[src/rtl/instr_mem.sv]
// rtl/instr_mem.sv - instruction memory with a power-up clear sequence, program load port and a registered fetch port
module instr_mem #(
  parameter int                 ADDR_W    = 5,
  parameter int                 DATA_W    = 32,
  parameter logic [DATA_W-1:0]  NOP_WORD  = 32'h0000_0013,
  parameter logic [DATA_W-1:0]  HALT_WORD = 32'hFFFF_FFFF
) (
  input  logic              clk,
  input  logic              rst,
  input  logic              prog_we,
  input  logic [ADDR_W-1:0] prog_addr,
  input  logic [DATA_W-1:0] prog_data,
  output logic              ready,
  input  logic              fetch_req,
  input  logic [ADDR_W-1:0] fetch_addr,
  input  logic              stall,
  output logic [DATA_W-1:0] instr,
  output logic              instr_valid,
  output logic              halted
);

  localparam int                DEPTH   = 2 ** ADDR_W;
  localparam logic [ADDR_W-1:0] CNT_ONE = {{(ADDR_W-1){1'b0}}, 1'b1};

  typedef enum logic [1:0] {
    CLEAR = 2'd0,
    RUN   = 2'd1,
    HALT  = 2'd2
  } state_t;

  state_t              state;
  state_t              state_next;
  logic [ADDR_W-1:0]   clr_cnt;
  logic [DATA_W-1:0]   mem [DEPTH];
  logic [DATA_W-1:0]   rd_word;
  logic                fetch_take;
  logic                mem_we;
  logic [ADDR_W-1:0]   mem_waddr;
  logic [DATA_W-1:0]   mem_wdata;

  // Write-first bypass: a same-cycle program write to the fetched address wins over the array.
  assign rd_word    = (prog_we && (prog_addr == fetch_addr)) ? prog_data : mem[fetch_addr];
  assign fetch_take = (state == RUN) && fetch_req && !stall;

  // Next state, ready, and write-port steering; the clear sequence owns the write port while active.
  always_comb begin
    state_next = state;
    ready      = 1'b0;
    mem_we     = 1'b0;
    mem_waddr  = prog_addr;
    mem_wdata  = prog_data;
    case (state)
      CLEAR: begin
        mem_we    = 1'b1;
        mem_waddr = clr_cnt;
        mem_wdata = NOP_WORD;
        if (clr_cnt == '1) state_next = RUN;
      end
      RUN: begin
        ready  = 1'b1;
        mem_we = prog_we;
        if (fetch_take && (rd_word == HALT_WORD)) state_next = HALT;
      end
      HALT: begin
        ready  = 1'b1;
        mem_we = prog_we;
      end
      default: state_next = CLEAR;
    endcase
  end

  // State register; reset always restarts the clear sequence.
  always_ff @(posedge clk) begin
    if (rst) state <= CLEAR;
    else     state <= state_next;
  end

  // Clear address counter, walks 0 .. DEPTH-1 once per clear sequence.
  always_ff @(posedge clk) begin
    if (rst)                 clr_cnt <= '0;
    else if (state == CLEAR) clr_cnt <= clr_cnt + CNT_ONE;
  end

  // Single memory write port; suppressed while reset is asserted.
  always_ff @(posedge clk) begin
    if (!rst && mem_we) mem[mem_waddr] <= mem_wdata;
  end

  // Fetch output register: capture on accepted fetch, idle to NOP, hold on stall.
  always_ff @(posedge clk) begin
    if (rst) begin
      instr       <= NOP_WORD;
      instr_valid <= 1'b0;
      halted      <= 1'b0;
    end else begin
      case (state)
        CLEAR: begin
          instr       <= NOP_WORD;
          instr_valid <= 1'b0;
          halted      <= 1'b0;
        end
        RUN: begin
          if (!stall) begin
            if (fetch_req) begin
              instr       <= rd_word;
              instr_valid <= 1'b1;
            end else begin
              instr       <= NOP_WORD;
              instr_valid <= 1'b0;
            end
          end
          if (state_next == HALT) halted <= 1'b1;
        end
        HALT: begin
          if (!stall) begin
            instr       <= NOP_WORD;
            instr_valid <= 1'b0;
          end
          halted <= 1'b1;
        end
        default: begin
          instr       <= NOP_WORD;
          instr_valid <= 1'b0;
        end
      endcase
    end
  end

endmodule

[config.mk]
export PLATFORM = sky130hd
export DESIGN_NAME = instr_mem
export DESIGN_NICKNAME = d
export VERILOG_FILES = /design/src/rtl/instr_mem.sv
export SDC_FILE = /design/constraint.sdc
export NUM_CORES = 1
export LEC_CHECK = 0
export BUFFER_PORTS_ARGS = -buffer_cell sky130_fd_sc_hd__buf_2
export CAP_MARGIN = 15
export CORE_MARGIN = 2
export CORE_UTILIZATION = 55
export CTS_CLUSTER_SIZE = 20
export DETAILED_ROUTE_END_ITERATION = 8
export PLACE_DENSITY_LB_ADDON = 0.08
export SLEW_MARGIN = 20
export SYNTH_ARGS = -nofsm -noshare
export SYNTH_HDL_FRONTEND = slang
export SYNTH_SLANG_ARGS = --single-unit
[constraint.sdc]
create_clock -name clk -period 10.2 [get_ports clk]
set_input_delay 1.02 -clock clk [delete_from_list [all_inputs] [get_ports clk]]
set_output_delay 1.02 -clock clk [all_outputs]
set_load 0.02 [all_outputs]
* Yosys cells after proc, flatten, opt, wreduce, memory -nomap -nowiden
Memories as Yosys holds them, arrays and structs flattened.
Index checks and enable logic that the tools add are counted.
** Operators by class
- Mux-type cells :: 20
- Equality and inequality tests :: 9
- Add/subtract/negate cells :: 1
- Reduce and logical (&&, ||, !) cells :: 12
** Operators by type and width (count)
- $mux W32 :: 5
- $pmux W32 S2 :: 1
- $eq A32 B32 Y1 const B :: 1
- $mux W1 :: 7
- $pmux W2 S3 :: 1
- $add A5 B1 Y5 const B :: 1
- $eq A5 B5 Y1 :: 1
- $eq A5 B5 Y1 const B :: 1
- $logic_and A1 B1 Y1 :: 5
- $mux W5 :: 1
- $eq A2 B2 Y1 const B :: 2
- $mux W2 :: 2
- $ne A2 B2 Y1 const B :: 2
- $pmux W1 S2 :: 2
- $reduce_and A2 Y1 :: 2
- $pmux W1 S3 :: 1
- $reduce_bool A3 Y1 :: 1
- $eq A2 B1 Y1 const B :: 1
- $logic_not A1 Y1 :: 2
- $logic_not A2 Y1 :: 1
- $ne A2 B1 Y1 const B :: 1
- $reduce_or A2 Y1 :: 1
** Word-level totals
- Word-level logic and storage cells :: 48
- Memories :: 1
- Output and inout port bits :: 35
- Bits in writable memories :: 1024
- Register bits after elaboration :: 41
** Memory list
- mem :: words 32, bits a word 32, rd ports 1, clocked after Yosys merged registers in 0, wr ports 1, line 34 : logic [DATA_W-1:0] mem [DEPTH];

* Longest topological paths before layout
- Word-level depth :: 10
- Gate-level depth with buffers :: 16
- Mapped depth without buffers :: 10

* Worst setup path before layout
Ideal clock, no wire load.
- Path kind :: input to register
- Start point :: input port rst
- End point :: memory mem[0][0], enable pin
- Stages on the path :: 4
- Setup slack :: 6684 ps
- Arrival time :: 3095 ps
- Path buffers :: 1
- Setup time :: 421 ps
- Cells stage by stage :: clkbuf_8 -> nor3_1 -> o21ai_1 -> nor2_1
** On the way
- Word-level cells in the longest chain between the ends :: 4
** RTL lines
- from (decl) :: line 9 : input logic rst,
- $logic_not A1 Y1 :: line 86 : if (!rst && mem_we) mem[mem_waddr] <= mem_wdata;
- $logic_and A1 B1 Y1 :: line 86
- $mux W1 :: line 86
- $mux W1 (implied by the code) :: line 86
- to (decl) :: line 34
Every way passes these cells.

* Worst setup path after layout
- Start point :: input port fetch_addr[0]
- End point :: register halted
** On the way
- Word-level cells in the longest chain between the ends :: 10
- Elaborated cells between the ends (all ways) :: 11
** RTL lines
- from (decl) :: line 15 : input logic [ADDR_W-1:0] fetch_addr,
- parallel branches: the longest is 2 deep, another holds $mem_v2 Z32 W32
- $mux W32 (*) :: line 42 : assign rd_word = (prog_we && (prog_addr == fetch_addr)) ? prog_data : mem[fetch_addr];
- $eq A32 B32 Y1 (*) :: line 62 : if (fetch_take && (rd_word == HALT_WORD)) state_next = HALT;
- $logic_and A1 B1 Y1 (*) :: line 62
- $mux W2 (*) :: line 62
- $pmux W2 S3 (*) :: line 52 : case (state)
- $eq A2 B2 Y1 (*) :: line 112 : if (state_next == HALT) halted <= 1'b1;
- $ne A2 B1 Y1 (no source line) (*)
- $reduce_and A2 Y1 (no source line) (*)
- to (signal assigned) :: line 100 : halted <= 1'b0;
- to (signal assigned) :: line 112
- to (signal assigned) :: line 119 : halted <= 1'b1;
- to (decl) :: line 19 : output logic halted
Mark *: on every way between the ends.
A chain may end at the register's enable or synchronous reset.

==> impl_metrics.py <==
metrics = {
    "outcome": {
        "status": "finished, final reports clean",
    },
    "floorplanning": {
        "die_x_um": 282,
        "dieHeight_um": 282,
        "pin_count": 82,
        "start_util_pct": 55.8,
        "coreArea_um2": 76200,
        "rows": 101,
        "dieArea_um2": 79600,
    },
    "clock_tree": {
        "clock_sinks": 1065,
        "numCtsBuffers": 107,
        "htreeDepth": 3,
        "cts.reportedPaths.clkPinSlew_ns": 0.06,
        "post_cts_buffers": 0,
        "clock-root-buffer": "clkbuf_16",
        "hold_buffers": 0,
        "clk_latency_ns": 0.66,
        "cts_resized": 0,
        "cts_tree": "yes",
        "cts_buffer_depth": 3,
    },
    "worst_hold_path": {
        "min-delay-path-class": "reg2reg",
    },
    "job": {
        "drv_cap": 0,
    },
    "cells_and_area": {
        "multi_input_area_um2": 9990,
        "n_fill_cell": 5344,
        "nets": 2287,
        "seq_area_um2": 31600,
        "finish.utilization_pct": 62.2,
        "finalNonFillerCells": 3351,
        "drive_above_1_share_pct": 24.2,
        "syn2layout_area_growth_pct": 11.4,
    },
    "setup_path": {
        "crit_slowest_cell": "buf_4",
        "crit_path_start_kind": "input port",
        "cpPeakStageDelay_ns": 0.71,
        "cp_data_arrival_time_ns": 5.65,
        "crit_required_ns": 10.77,
        "cp_common_cell": "mux2i_1",
        "crit_chain": "buf_8 -> buf_12 -> buf_4 -> mux2i_1 -> a221oi_1 -> a211oi_1 -> a311oi_1 -> a211o_1 -> or4bb_1 -> o21ai_0 -> nand4_2 -> a31oi_2 -> mux2i_1",
        "endpoint_kind": "flop",
        "worstSetupPathType": "in2reg",
        "cp_max_fo": 85,
    },
    "synthesis": {
        "ys_types": 82,
        "synthCells": 2080,
        "synth_edf_count": 1024,
        "syn-cell-area_um2": 42500,
        "synthFlopType": "edfxtp_1",
        "syn-mean-instance-area_um2": 20.5,
        "ys_seq_area_share_pct": 74.2,
        "ys_warn_count": 0,
        "yosys_register_bits": 1065,
        "postSynth.asyncResetShare_pct": 0,
        "synth_nets": 2133,
    },
    "power_and_ir_drop": {
        "max-vdd-ir-drop_mv": 0.149,
        "cellPowerDensity_nw_per_um2": 190,
        "static-leakage-power_nw": 15.6,
    },
    "sta": {
        "clock.fmax_mhz": 197,
        "worst_slack_ns": 5.13,
        "min_period_over_period_pct": 49.7,
        "rsz0062_at_grt": "no",
        "drv_slew": 0,
        "fin_skew_ns": 0.0248,
        "finalCriticalPeriod_ns": 5.07,
        "slew_headroom_pct": 27.5,
        "hold_viol": 0,
        "setup-violations-final": 0,
        "tightest_slew_ns": 1.09,
        "finalSetupTns_ns": 0,
        "holdWs_ns": 0.471,
    },
    "drt": {
        "wl_um": 116000,
        "wl_per_cell_um": 34.5,
        "ant_nets": 0,
        "drt_iter0_markers": 3190,
        "dr.pass1.iters": 5,
        "viasPerCell": 6.62,
        "drc": 0,
        "vias": 22200,
    },
    "global_routing": {
        "grt_usage_pct": 29.6,
        "grt_max_degree": 86,
        "grt_pass1_wl_um": 162000,
        "antenna_found_initial": 3,
        "grt_pass1_vias": 21700,
        "overflow": 0,
    },
    "placement": {
        "portBuffers": 81,
        "place_ws_ns": 4.47,
        "dp_cells": 3155,
        "dp_hpwl_um": 63400,
        "gp_congestion": 0.824,
    },
}
-- worst max-delay path, delay by kind of cell --
family                 cells  cell delay [ns]
muxes                      2             0.38
buffers and inverters      3             1.88
AOI/OAI and AO/OA          6             1.50
and+or+nand+nor            2             0.61
-- registers in the layout, summed over array words and instances, names as in the netlist --
register     cells
mem           1024
clr_cnt          5
instr           32
halted           1
instr_valid      1
state            2
-- Yosys cell counts (all sizes together), types with 8 or more instances --
cell | number | area [µm²]
clkbuf | 37 | 284
nand2b | 8 | 50.1
a211oi | 14 | 105
buf | 79 | 908
or2 | 8 | 50.1
nor2b | 36 | 225
edfxtp | 1024 | 30700
dfxtp | 41 | 821
nand3 | 30 | 150
a31oi | 13 | 87.6
mux4 | 227 | 5310
mux2 | 9 | 101
inv | 13 | 48.8
nor2 | 108 | 410
o22ai | 18 | 113
nor3 | 13 | 65.1
a21oi | 48 | 248
mux2i | 114 | 1140
a22oi | 30 | 230
nand2 | 72 | 273
o21ai | 18 | 90.1
a221oi | 30 | 300
-- report_power, final --
group / total (mW) / internal, mW / leakage (nW) / switching (mW)
sequential: 4.76 / 4.75 / 9.74 / 0.00672
combinational: 0.409 / 0.158 / 4.22 / 0.250
clock: 3.85 / 2.26 / 1.69 / 1.59
total: 9.02 / 7.17 / 15.6 / 1.85
-- routing by layer --
layer | wire, µm | vias to the layer above | track usage (%) | share of wire [%]
met4 | 4660 | 2 | 10.6 | 4.0
met2 | 55000 | 1190 | 47.2 | 48
met3 | 10000 | 227 | 4.79 | 8.6
li1 | - | 8969 | - | -
met1 | 45900 | 11800 | 42.0 | 40
met5 | 11 | - | 0 | 0.0095
-- per-stage QoR --
step	cell area, µm²	total power [mW]
global placement	43900	5.25
detailed placement	43900	5.26
floorplan	42500	5.14
global route	47400	9.25
finish	47400	9.02
CTS	47400	9.06
-- cells in the final DEF, fill, tap and decap left out, types with 29 or more instances in the layout --
cell,synthesis,layout
edfxtp_1,1024,1024
mux4_2,174,174
mux2i_1,114,114
clkbuf_16,0,109
buf_4,11,82
buf_2,19,77
nor2_1,106,71
nand2_1,71,71
mux4_1,53,53
a21oi_1,46,46
dfxtp_1,41,41
nor2b_1,36,33
nor2_4,0,33
nand3_1,30,30
a22oi_1,29,29
-- final cells by class --
type,instances,area share [%]
diodes,1,0.00528
clock buffers,132,5.98
clock inverters,63,1.26
inverters,14,0.111
multi-input cells,884,21.1
flip-flops and latches,1065,66.6
well taps,1030,2.72
repair buffers,162,2.22
-- path summary, 6_finish.rpt --
| path | from | endpoint | slack [ns] | cells past startpoint |
|---|---|---|---|---|
| min | instr[2]$_SDFFE_PP0P_ | instr[2]$_SDFFE_PP0P_ | 0.47 | 2 |
| min reg2reg | instr[2]$_SDFFE_PP0P_ | instr[2]$_SDFFE_PP0P_ | 0.47 | 2 |
| max reg2reg | state[0]$_SDFF_PP0_ | mem[25][19]$_DFFE_PP_ | 5.59 | 8 |
| max | fetch_addr[0] | halted$_SDFFE_PP0P_ | 5.13 | 13 |
-- logic make-up (layout without fill, tap and decap cells) --
| logic type | count (synthesis) | count (layout) | synth area share [%] |
|---|---|---|---|
| mux | 350 | 350 | 15.4 |
| other cells | 0 | 1 | 0 |
| compound gates | 214 | 214 | 3.65 |
| flops | 1065 | 1065 | 74.2 |
| xor+xnor | 8 | 8 | 0.165 |
| buf+inv | 131 | 371 | 2.95 |
| simple gates | 306 | 306 | 3.45 |
| fa+ha+maj | 6 | 6 | 0.176 |
Note: power is estimated with default switching activity, not from simulation.
